<file path="src/rtl/tt_sweeper_if.sv">
// ============================================================================
//  Module      : tt_sweeper_if
//  Description : Control, result and gate-side signals of the truth-table
//                sweeper, bundled with initiator/sweeper modports.
//  Revision    : 1.0 - initial release
// ============================================================================
`default_nettype none

interface tt_sweeper_if #(
    parameter int N_IN = 4
);
    localparam int TW = 1 << N_IN;

    logic              start;
    logic [TW-1:0]     expected;
    logic [N_IN-1:0]   gate_in;
    logic              gate_out;
    logic              busy;
    logic              done;
    logic [TW-1:0]     tt;
    logic              match;
    logic [N_IN:0]     mismatch_count;
    logic [N_IN-1:0]   first_fail;
    logic              unstable;

    // Initiator side: issues start/expected and models the gate under test.
    modport master (
        output start,
        output expected,
        output gate_out,
        input  gate_in,
        input  busy,
        input  done,
        input  tt,
        input  match,
        input  mismatch_count,
        input  first_fail,
        input  unstable
    );

    modport slave (
        input  start,
        input  expected,
        input  gate_out,
        output gate_in,
        output busy,
        output done,
        output tt,
        output match,
        output mismatch_count,
        output first_fail,
        output unstable
    );
endinterface

`default_nettype wire

</file>
<file path="src/rtl/tt_sweeper.sv">
// ============================================================================
//  Module      : tt_sweeper
//  Description : Walks every input vector through a combinational gate,
//                samples its response and checks it against an expected table.
//  Revision    : 1.0 - initial release
// ============================================================================
`default_nettype none

module tt_sweeper #(
    parameter int N_IN    = 4,
    parameter int SETTLE  = 2,
    parameter int SAMPLES = 3
) (
    input  wire logic    clk,
    input  wire logic    rst,
    tt_sweeper_if.slave  bus
);
    localparam int TW   = 1 << N_IN;
    localparam int MAXC = (SETTLE > SAMPLES) ? SETTLE : SAMPLES;
    localparam int CW   = $clog2(MAXC + 1);

    typedef enum logic [1:0] {
        S_IDLE   = 2'd0,
        S_SETTLE = 2'd1,
        S_SAMPLE = 2'd2,
        S_DONE   = 2'd3
    } state_t;

    state_t             r_state;
    logic [N_IN-1:0]    r_vec;
    logic [CW-1:0]      r_cnt;
    logic [TW-1:0]      r_exp;
    logic [TW-1:0]      r_tt;
    logic               r_first_bit;
    logic [N_IN:0]      r_mcount;
    logic [N_IN-1:0]    r_ffail;
    logic               r_found;
    logic               r_unst;
    logic               r_match;
    logic               r_busy;
    logic               r_done;
    logic [N_IN-1:0]    r_gate_in;

    // Vector v lives at bit TW-1-v, which is simply the bitwise inverse of v.
    logic [N_IN-1:0]    w_idx;
    logic               w_exp_bit;
    logic               w_first;
    logic               w_miss;
    logic [N_IN:0]      w_mcount_next;
    logic               w_last_vec;
    logic               w_settle_end;
    logic               w_sample_end;

    always_comb begin
        w_idx         = ~r_vec;
        w_exp_bit     = r_exp[w_idx];
        w_first       = (r_cnt == '0);
        w_miss        = w_first && (bus.gate_out != w_exp_bit);
        w_mcount_next = r_mcount + {{N_IN{1'b0}}, w_miss};
        w_last_vec    = &r_vec;
        w_settle_end  = (r_cnt == CW'(SETTLE - 1));
        w_sample_end  = (r_cnt == CW'(SAMPLES - 1));
    end

    always_ff @(posedge clk) begin
        if (rst) begin
            r_state     <= S_IDLE;
            r_vec       <= '0;
            r_cnt       <= '0;
            r_exp       <= '0;
            r_tt        <= '0;
            r_first_bit <= 1'b0;
            r_mcount    <= '0;
            r_ffail     <= '0;
            r_found     <= 1'b0;
            r_unst      <= 1'b0;
            r_match     <= 1'b0;
            r_busy      <= 1'b0;
            r_done      <= 1'b0;
            r_gate_in   <= '0;
        end else begin
            r_done <= 1'b0;
            case (r_state)
                S_IDLE: begin
                    if (bus.start) begin
                        r_exp     <= bus.expected;
                        r_tt      <= '0;
                        r_mcount  <= '0;
                        r_ffail   <= '0;
                        r_found   <= 1'b0;
                        r_unst    <= 1'b0;
                        r_match   <= 1'b0;
                        r_vec     <= '0;
                        r_cnt     <= '0;
                        r_gate_in <= '0;
                        r_busy    <= 1'b1;
                        r_state   <= S_SETTLE;
                    end
                end

                S_SETTLE: begin
                    if (w_settle_end) begin
                        r_cnt   <= '0;
                        r_state <= S_SAMPLE;
                    end else begin
                        r_cnt <= r_cnt + 1'b1;
                    end
                end

                S_SAMPLE: begin
                    // The first sample is the recorded result; later samples
                    // only feed the stability flag.
                    if (w_first) begin
                        r_first_bit <= bus.gate_out;
                        r_tt[w_idx] <= bus.gate_out;
                        r_mcount    <= w_mcount_next;
                        if (w_miss && !r_found) begin
                            r_ffail <= r_vec;
                            r_found <= 1'b1;
                        end
                    end else if (bus.gate_out != r_first_bit) begin
                        r_unst <= 1'b1;
                    end

                    if (w_sample_end) begin
                        r_cnt <= '0;
                        if (w_last_vec) begin
                            r_match   <= (w_mcount_next == '0);
                            r_done    <= 1'b1;
                            r_busy    <= 1'b0;
                            r_gate_in <= '0;
                            r_state   <= S_DONE;
                        end else begin
                            r_vec     <= r_vec + 1'b1;
                            r_gate_in <= r_vec + 1'b1;
                            r_state   <= S_SETTLE;
                        end
                    end else begin
                        r_cnt <= r_cnt + 1'b1;
                    end
                end

                S_DONE: begin
                    r_state <= S_IDLE;
                end

                default: begin
                    r_state <= S_IDLE;
                end
            endcase
        end
    end

    assign bus.gate_in        = r_gate_in;
    assign bus.busy           = r_busy;
    assign bus.done           = r_done;
    assign bus.tt             = r_tt;
    assign bus.match          = r_match;
    assign bus.mismatch_count = r_mcount;
    assign bus.first_fail     = r_ffail;
    assign bus.unstable       = r_unst;

endmodule

`default_nettype wire

</file>
<file path="src/flat_wrapper.sv">
// flat-port wrapper written by rule: the top's interface ports become plain ports
module tt_sweeper_flat 
#(
    parameter int N_IN    = 4,
    parameter int SETTLE  = 2,
    parameter int SAMPLES = 3
)
  (clk, rst, bus_start, bus_expected, bus_gate_out, bus_gate_in, bus_busy, bus_done, bus_tt, bus_match, bus_mismatch_count, bus_first_fail, bus_unstable);
  tt_sweeper_if #(.N_IN(N_IN)) bus_i ();
  input  wire logic clk;
  input  wire logic rst;
  input wire logic [$bits(bus_i.start)-1:0] bus_start;
  input wire logic [$bits(bus_i.expected)-1:0] bus_expected;
  input wire logic [$bits(bus_i.gate_out)-1:0] bus_gate_out;
  output wire logic [$bits(bus_i.gate_in)-1:0] bus_gate_in;
  output wire logic [$bits(bus_i.busy)-1:0] bus_busy;
  output wire logic [$bits(bus_i.done)-1:0] bus_done;
  output wire logic [$bits(bus_i.tt)-1:0] bus_tt;
  output wire logic [$bits(bus_i.match)-1:0] bus_match;
  output wire logic [$bits(bus_i.mismatch_count)-1:0] bus_mismatch_count;
  output wire logic [$bits(bus_i.first_fail)-1:0] bus_first_fail;
  output wire logic [$bits(bus_i.unstable)-1:0] bus_unstable;
  assign bus_i.start = bus_start;
  assign bus_i.expected = bus_expected;
  assign bus_i.gate_out = bus_gate_out;
  assign bus_gate_in = bus_i.gate_in;
  assign bus_busy = bus_i.busy;
  assign bus_done = bus_i.done;
  assign bus_tt = bus_i.tt;
  assign bus_match = bus_i.match;
  assign bus_mismatch_count = bus_i.mismatch_count;
  assign bus_first_fail = bus_i.first_fail;
  assign bus_unstable = bus_i.unstable;
  tt_sweeper #(.N_IN(N_IN), .SETTLE(SETTLE), .SAMPLES(SAMPLES)) u_core (.clk(clk), .rst(rst), .bus(bus_i));
endmodule
</file>
<file path="config.mk">
export PLATFORM = sky130hd
export DESIGN_NAME = tt_sweeper_flat
export DESIGN_NICKNAME = d
export VERILOG_FILES = /design/src/rtl/tt_sweeper_if.sv /design/src/rtl/tt_sweeper.sv /design/src/flat_wrapper.sv
export SDC_FILE = /design/constraint.sdc
export NUM_CORES = 1
export LEC_CHECK = 0
export CAP_MARGIN = 20
export CORE_AREA = 2 2 79 81
export CTS_BUF_LIST = sky130_fd_sc_hd__clkbuf_8
export CTS_CLUSTER_DIAMETER = 60
export DETAILED_ROUTE_END_ITERATION = 6
export DIE_AREA = 0 0 81 83
export PLACE_DENSITY = 0.86
export SETUP_SLACK_MARGIN = 0.3
export SLEW_MARGIN = 20
export SYNTH_ARGS = -nofsm -noshare
export SYNTH_HDL_FRONTEND = slang
export SYNTH_SLANG_ARGS = --single-unit
</file>
<file path="constraint.sdc">
create_clock -name clk -period 3.4 [get_ports clk]
set_clock_uncertainty 0.1 [all_clocks]
set_input_delay 0.51 -clock clk [delete_from_list [all_inputs] [get_ports clk]]
set_output_delay 0.51 -clock clk [all_outputs]
set_load 0.01 [all_outputs]
</file>
==> results of run 1 <==
path summary, 6_finish.rpt:
check	endpoint	cells past startpoint
max reg2reg	u_core.bus.match	10
max	u_core.bus.match	10
min reg2reg	u_core.r_exp[6]	2
min	u_core.r_exp[6]	2
state kept, by name (all words and copies together), names as in the netlist, 2 cells and up:
name and flops:
u_core.bus.mismatch_count 5, u_core.r_vec 4, u_core.r_state 2, u_core.bus.gate_in 4
u_core.r_cnt 2, u_core.bus.tt 16, u_core.bus.first_fail 4, u_core.r_exp 16
metal layers:
| metal | wire length (um) | up-vias | part of all wire |
|---|---|---|---|
| met2 | 3355 | 87 | 0.51 |
| met1 | 2769 | 1154 | 0.42 |
| met4 | 89 | 0 | 0.014 |
| met3 | 374 | 9 | 0.057 |
| li1 | - | 1244 | - |
| met5 | 0 | - | 0 |
report_power, final:
group | leakage, nW | switching [mW] | total, mW | internal (mW)
logic | 0.701 | 0.430 | 0.720 | 0.290
clock network | 0.0874 | 0.272 | 0.526 | 0.254
registers | 0.479 | 0.0545 | 0.811 | 0.756
total | 1.27 | 0.757 | 2.06 | 1.30
kinds of logic after synthesis:
| logic type | after synthesis | share of synthesized area |
|---|---|---|
| and+or+nand+nor | 123 | 0.2010 |
| AOI/OAI and AO/OA | 93 | 0.1910 |
| DFF | 59 | 0.4312 |
| buffers and inverters | 27 | 0.03974 |
| muxes | 11 | 0.06304 |
| adders and majority gates | 10 | 0.04568 |
| xor gates and xnor gates | 8 | 0.02833 |
through the flow:
stage               power [mW]  hold slack, ps  area [sq um]  worst slack (ps)  utilization
floorplan                1.313           333.1          2749             307.3            -
global placement         1.473           339.2          3338             239.4       0.5740
detailed placement       1.502           351.5          3338             183.9       0.5740
CTS                      2.052           361.4          3550             280.6       0.6104
global route             2.194           375.0          3560             110.4       0.6121
finish                   2.058           360.1          3560             258.3       0.6121
critical path: stages, from the launching register on:
cell	delay [ps]
dfxtp_4	400
mux4_2	510
mux4_2	510
xnor2_2	170
nor3_2	130
ha_2	230
buf_4	110
nand3_1	80
xnor2_1	160
or4_4	540
a21oi_2	140
what timing repair did:
item                                    CTS  global route
hold buffers                              0             0
gates resized for setup                   3             3
pin swaps                                 6             3
buffers inserted                          4             0
endpoints found under the setup margin    1             1
layout by cell type, fill, tap and decap left out, types with 8 or more instances in the layout:
cell type,synthesis,layout
a21boi_0,14,14
a21oi_1,48,47
buf_4,0,13
clkbuf_8,0,9
clkdlybuf4s50_1,0,52
dfxtp_1,59,58
ha_1,10,8
inv_1,6,8
nand2_1,75,75
nor2_1,14,13
o21ai_0,8,8
o21ai_1,15,15
cell type report:
| class | instances | area (sq um) | area share |
|---|---|---|---|
| flip-flops and latches | 59 | 1185 | 0.3329 |
| clock inverters | 7 | 37.54 | 0.01054 |
| inverters | 6 | 22.52 | 0.006327 |
| well taps | 75 | 93.84 | 0.02636 |
| clock buffers | 9 | 123.9 | 0.03480 |
| repair buffers | 65 | 618.1 | 0.1736 |
| multi-input cells | 245 | 1479 | 0.4155 |
==> results.tsv, run 1 <==
metric	value	unit
RSZ-0062 raised after global routing	yes	
final RePlAce weighted congestion	0.7695	
DRT iter0 DRCs	153	
Ports	53	
GR met3 Demand/Resource	0.06196	
P_leak	1.268	nW
critical path capture point type	register	
CP Launch Type	register	
1st-pass router iterations	4	
Max Transition Viols Final	0	
CTS HTree Levels	3	
Residual DRC	0	
buffers added on ports	52	
clk slew on worst S/H paths	70	ps
FP Rows	28	
die width	81	um
worst hold path class	register to register	
cell area power density	578.0	mW/mm^2
CTS max path bufs	2	
cts bufs inserted	9	
Antenna diodes	0	
vias in the first global route	2581	
worst slew pin tran	749.4	ps
Reg2Reg Setup Slack	260	ps
TritonCTS clock tree	built	
worst-path fanout max	6	
area share of the largest cell type after synthesis	0.4312	
Synth Net Count	361	
vias per inst	5.352	
Yosys reg bits	59	
hpwl dp	4.655	mm
Final Cycle Share	0.9240	
via count	2494	
post-synthesis sequential area ratio	0.4312	
final std cells w/o fill	466	
Die ar.	0.006723	sq mm
layer with the highest usage	met2	
Starting Density	0.4710	
critical path type	register to register	
CTS Sinks	59	
worst vdd ir	0.3448	mV
Final Hold Fails	0	
min Tclk post-route	3142	ps
total track usage	0.2133	
max_cap viols	0	
number of synthesized flops with an enable pin	0	
Antenna Nets Post-Route	0	
CP Data Required Time	3570	ps
area of the core	0.005816	sq mm
fmax	318.3	MHz
grt ovf	0	
CTS root buffer	clkbuf_8	
largest net degree at the start of global routing	28	
Arr. time, crit path	3310	ps
Final TNS setup	0	ps
initial antenna violation count	0	
Chip Height	83	um
Nets	416	
HP Start	u_core.r_exp[6]	
Post-synth ARST share	0	
Slew HR	0.4966	
layout cells sized above 1	0.1100	
top cells by count, synth	nand2_1, dfxtp_1, a21oi_1	
met1 GRT Util	0.2466	
ranking of synthesized cells by area	dfxtp_1, nand2_1, a21oi_1	
Synth area leader	dfxtp_1	
reg2reg start	u_core.r_vec[0]	
GRT met2 Usage	0.3561	
post-DR wirelength/cell	14.14	um
Syn. warnings	0	
clock latency on the worst-skew pair	340	ps
Detailed Route WL	6.588	mm
Post-Synthesis Cells	331	
first-pass GRT wire length	11.32	mm
mean area per synthesized cell	8.275	sq um
# fillers	532	
placed cells	446	
Final setup violation count	0	
most frequent cell after synthesis	nand2_1	
prevailing post-synth register cell	dfxtp_1	
P&R area growth vs syn	29.97	%
run status	completed	
Worst Setup SP	u_core.r_vec[0]	
Distinct cells, synth	37	
synthesized area	0.002739	sq mm
Power figures use the tool's default switching activity.
==> run 2, diff against run 1 <==
PLACE_DENSITY = 0.81   (was 0.86)
==> run 2 against run 1 <==
Effect of this change: final cell count decreased by 1.3%; first-iteration DRC count increased by 35%; routed wire length decreased by 3.6%; global-route usage decreased by 1.4 points; sequential power about the same; largest power group unchanged; worst hold slack got worse by 5.3 ps; sequential share of layout area decreased by 0.070 points; die area unchanged; worst setup slack improved by 88 ps; via count decreased by 3.3%; critical path type unchanged; largest cell class unchanged; sequential cell count unchanged; cell area increased by 0.32%; critical endpoint unchanged.
==> results.tsv, run 2 (synthesis gave the netlist of run 1 again) <==
metric	value	unit
critical path capture point type	register	
buffers added on ports	52	
worst-path fanout max	6	
reg2reg start	u_core.r_vec[0]	
Die ar.	0.006723	sq mm
final RePlAce weighted congestion	0.7791	
Final TNS setup	0	ps
1st-pass router iterations	4	
Detailed Route WL	6.354	mm
Nets	410	
placed cells	443	
largest net degree at the start of global routing	32	
P&R area growth vs syn	30.38	%
Antenna Nets Post-Route	0	
first-pass GRT wire length	10.38	mm
# fillers	538	
worst slack at placement	192.0	ps
critical path type	register to register	
hold_buf cts	0	
Final setup violation count	0	
post-DR wirelength/cell	13.81	um
FP Rows	28	
Max Transition Viols Final	0	
Ports	53	
Starting Density	0.4710	
min Tclk post-route	3053	ps
commonest non-fill, non-tap cell in the layout	nand2_1	
Met1 Routed Length	2.814	mm
fmax	327.5	MHz
CP Data Required Time	3590	ps
clock latency on the worst-skew pair	350	ps
power after layout	2.246	mW
cts bufs inserted	9	
HP Start	u_core.r_exp[7]	
Reg2Reg Setup Slack	350	ps
CTS max path bufs	2	
hpwl dp	4.452	mm
CTS Sinks	59	
worst slew pin tran	842.6	ps
final worst slack	346.8	ps
worst flop-to-flop path endpoint	u_core.bus.match	
layout cells sized above 1	0.09870	
Antenna diodes	0	
CTS HTree Levels	3	
Max Used Layer	met4	
Arr. time, crit path	3240	ps
cell area power density	628.9	mW/mm^2
RSZ-0062 raised after global routing	yes	
grt ovf	0	
CTS root buffer	clkbuf_8	
CP Launch Type	register	
clk slew on worst S/H paths	70	ps
vias per inst	5.243	
TritonCTS clock tree	built	
P_leak	1.263	nW
die width	81	um
worst hold path class	register to register	
DRT iter0 DRCs	207	
Hold Path Stages	2	
Final Cycle Share	0.8980	
Chip Height	83	um
via count	2412	
Residual DRC	0	
vias in the first global route	2337	
initial antenna violation count	0	
routed wl met2	3.030	mm
Slew HR	0.4339	
Final Hold Fails	0	
WHS Endpoint	u_core.r_exp[7]	
area of the core	0.005816	sq mm
Reg2Reg Depth	10	
max_cap viols	0	
commonest non-fill, non-tap cells in the layout	nand2_1, dfxtp_1, clkdlybuf4s50_1	
worst vdd ir	0.3664	mV
run status	completed	
final std cells w/o fill	460	
total track usage	0.1992	
met3 WL	365	um
[run 2: worst max path at each step]
stage	end	from
after detailed placement	u_core.bus.match	u_core.r_vec[2]
after global placement	u_core.bus.match	u_core.r_vec[2]
final	u_core.bus.match	u_core.r_vec[0]
after CTS	u_core.bus.match	u_core.r_vec[0]
after floorplan	u_core.bus.match	u_core.r_vec[0]
after global routing	u_core.bus.match	u_core.r_vec[0]
[run 2: routing by layer]
| layer | global-route usage | vias up |
|---|---|---|
| met4 | 0.1032 | 0 |
| met3 | 0.05761 | 13 |
| li1 | - | 1228 |
| met2 | 0.3201 | 76 |
| met5 | 0 | - |
| met1 | 0.2373 | 1095 |
[run 2: through the flow]
| step | utilization | hold slack (ps) | area (sq um) |
|---|---|---|---|
| floorplan | - | 333.1 | 2749 |
| global placement | 0.5693 | 340.1 | 3311 |
| detailed placement | 0.5693 | 347.3 | 3311 |
| CTS | 0.6134 | 356.4 | 3567 |
| global route | 0.6140 | 376.9 | 3571 |
| finish | 0.6140 | 354.8 | 3571 |
[run 2: timing repair]
item                                   in CTS  in global routing
gates resized for setup                     4                  1
pin swaps                                   5                  2
setup endpoints to repair                   1                  1
buffers inserted                            1                  0
endpoints found under the hold margin       0                  0
[run 2: final cells by class]
type / instances / area (sq um) / share of cell area
Clock buffer: 11 / 151.4 / 0.04240
Clock inverter: 5 / 76.32 / 0.02137
Inverter: 6 / 22.52 / 0.006307
Multi-Input combinational cell: 245 / 1473 / 0.4124
Sequential cell: 59 / 1186 / 0.3322
Tap cell: 75 / 93.84 / 0.02628
Timing Repair Buffer: 59 / 568.0 / 0.1591
[run 2: worst max-delay path, cell delays in order (launching register included)]
cell     delay, ps
dfxtp_4        400
mux4_2         520
mux4_2         500
xnor2_2        170
nor3_2         120
ha_2           230
ha_4           210
nor2_1          90
nand3_1         70
or4_1          490
a21oi_2        120
[run 2: where the power goes]
group          leakage [nW]  total [mW]  internal (mW)  switching (mW)
clock                 0.117       0.728          0.448           0.280
sequential            0.480       0.809          0.756          0.0524
combinational         0.667       0.709          0.283           0.425
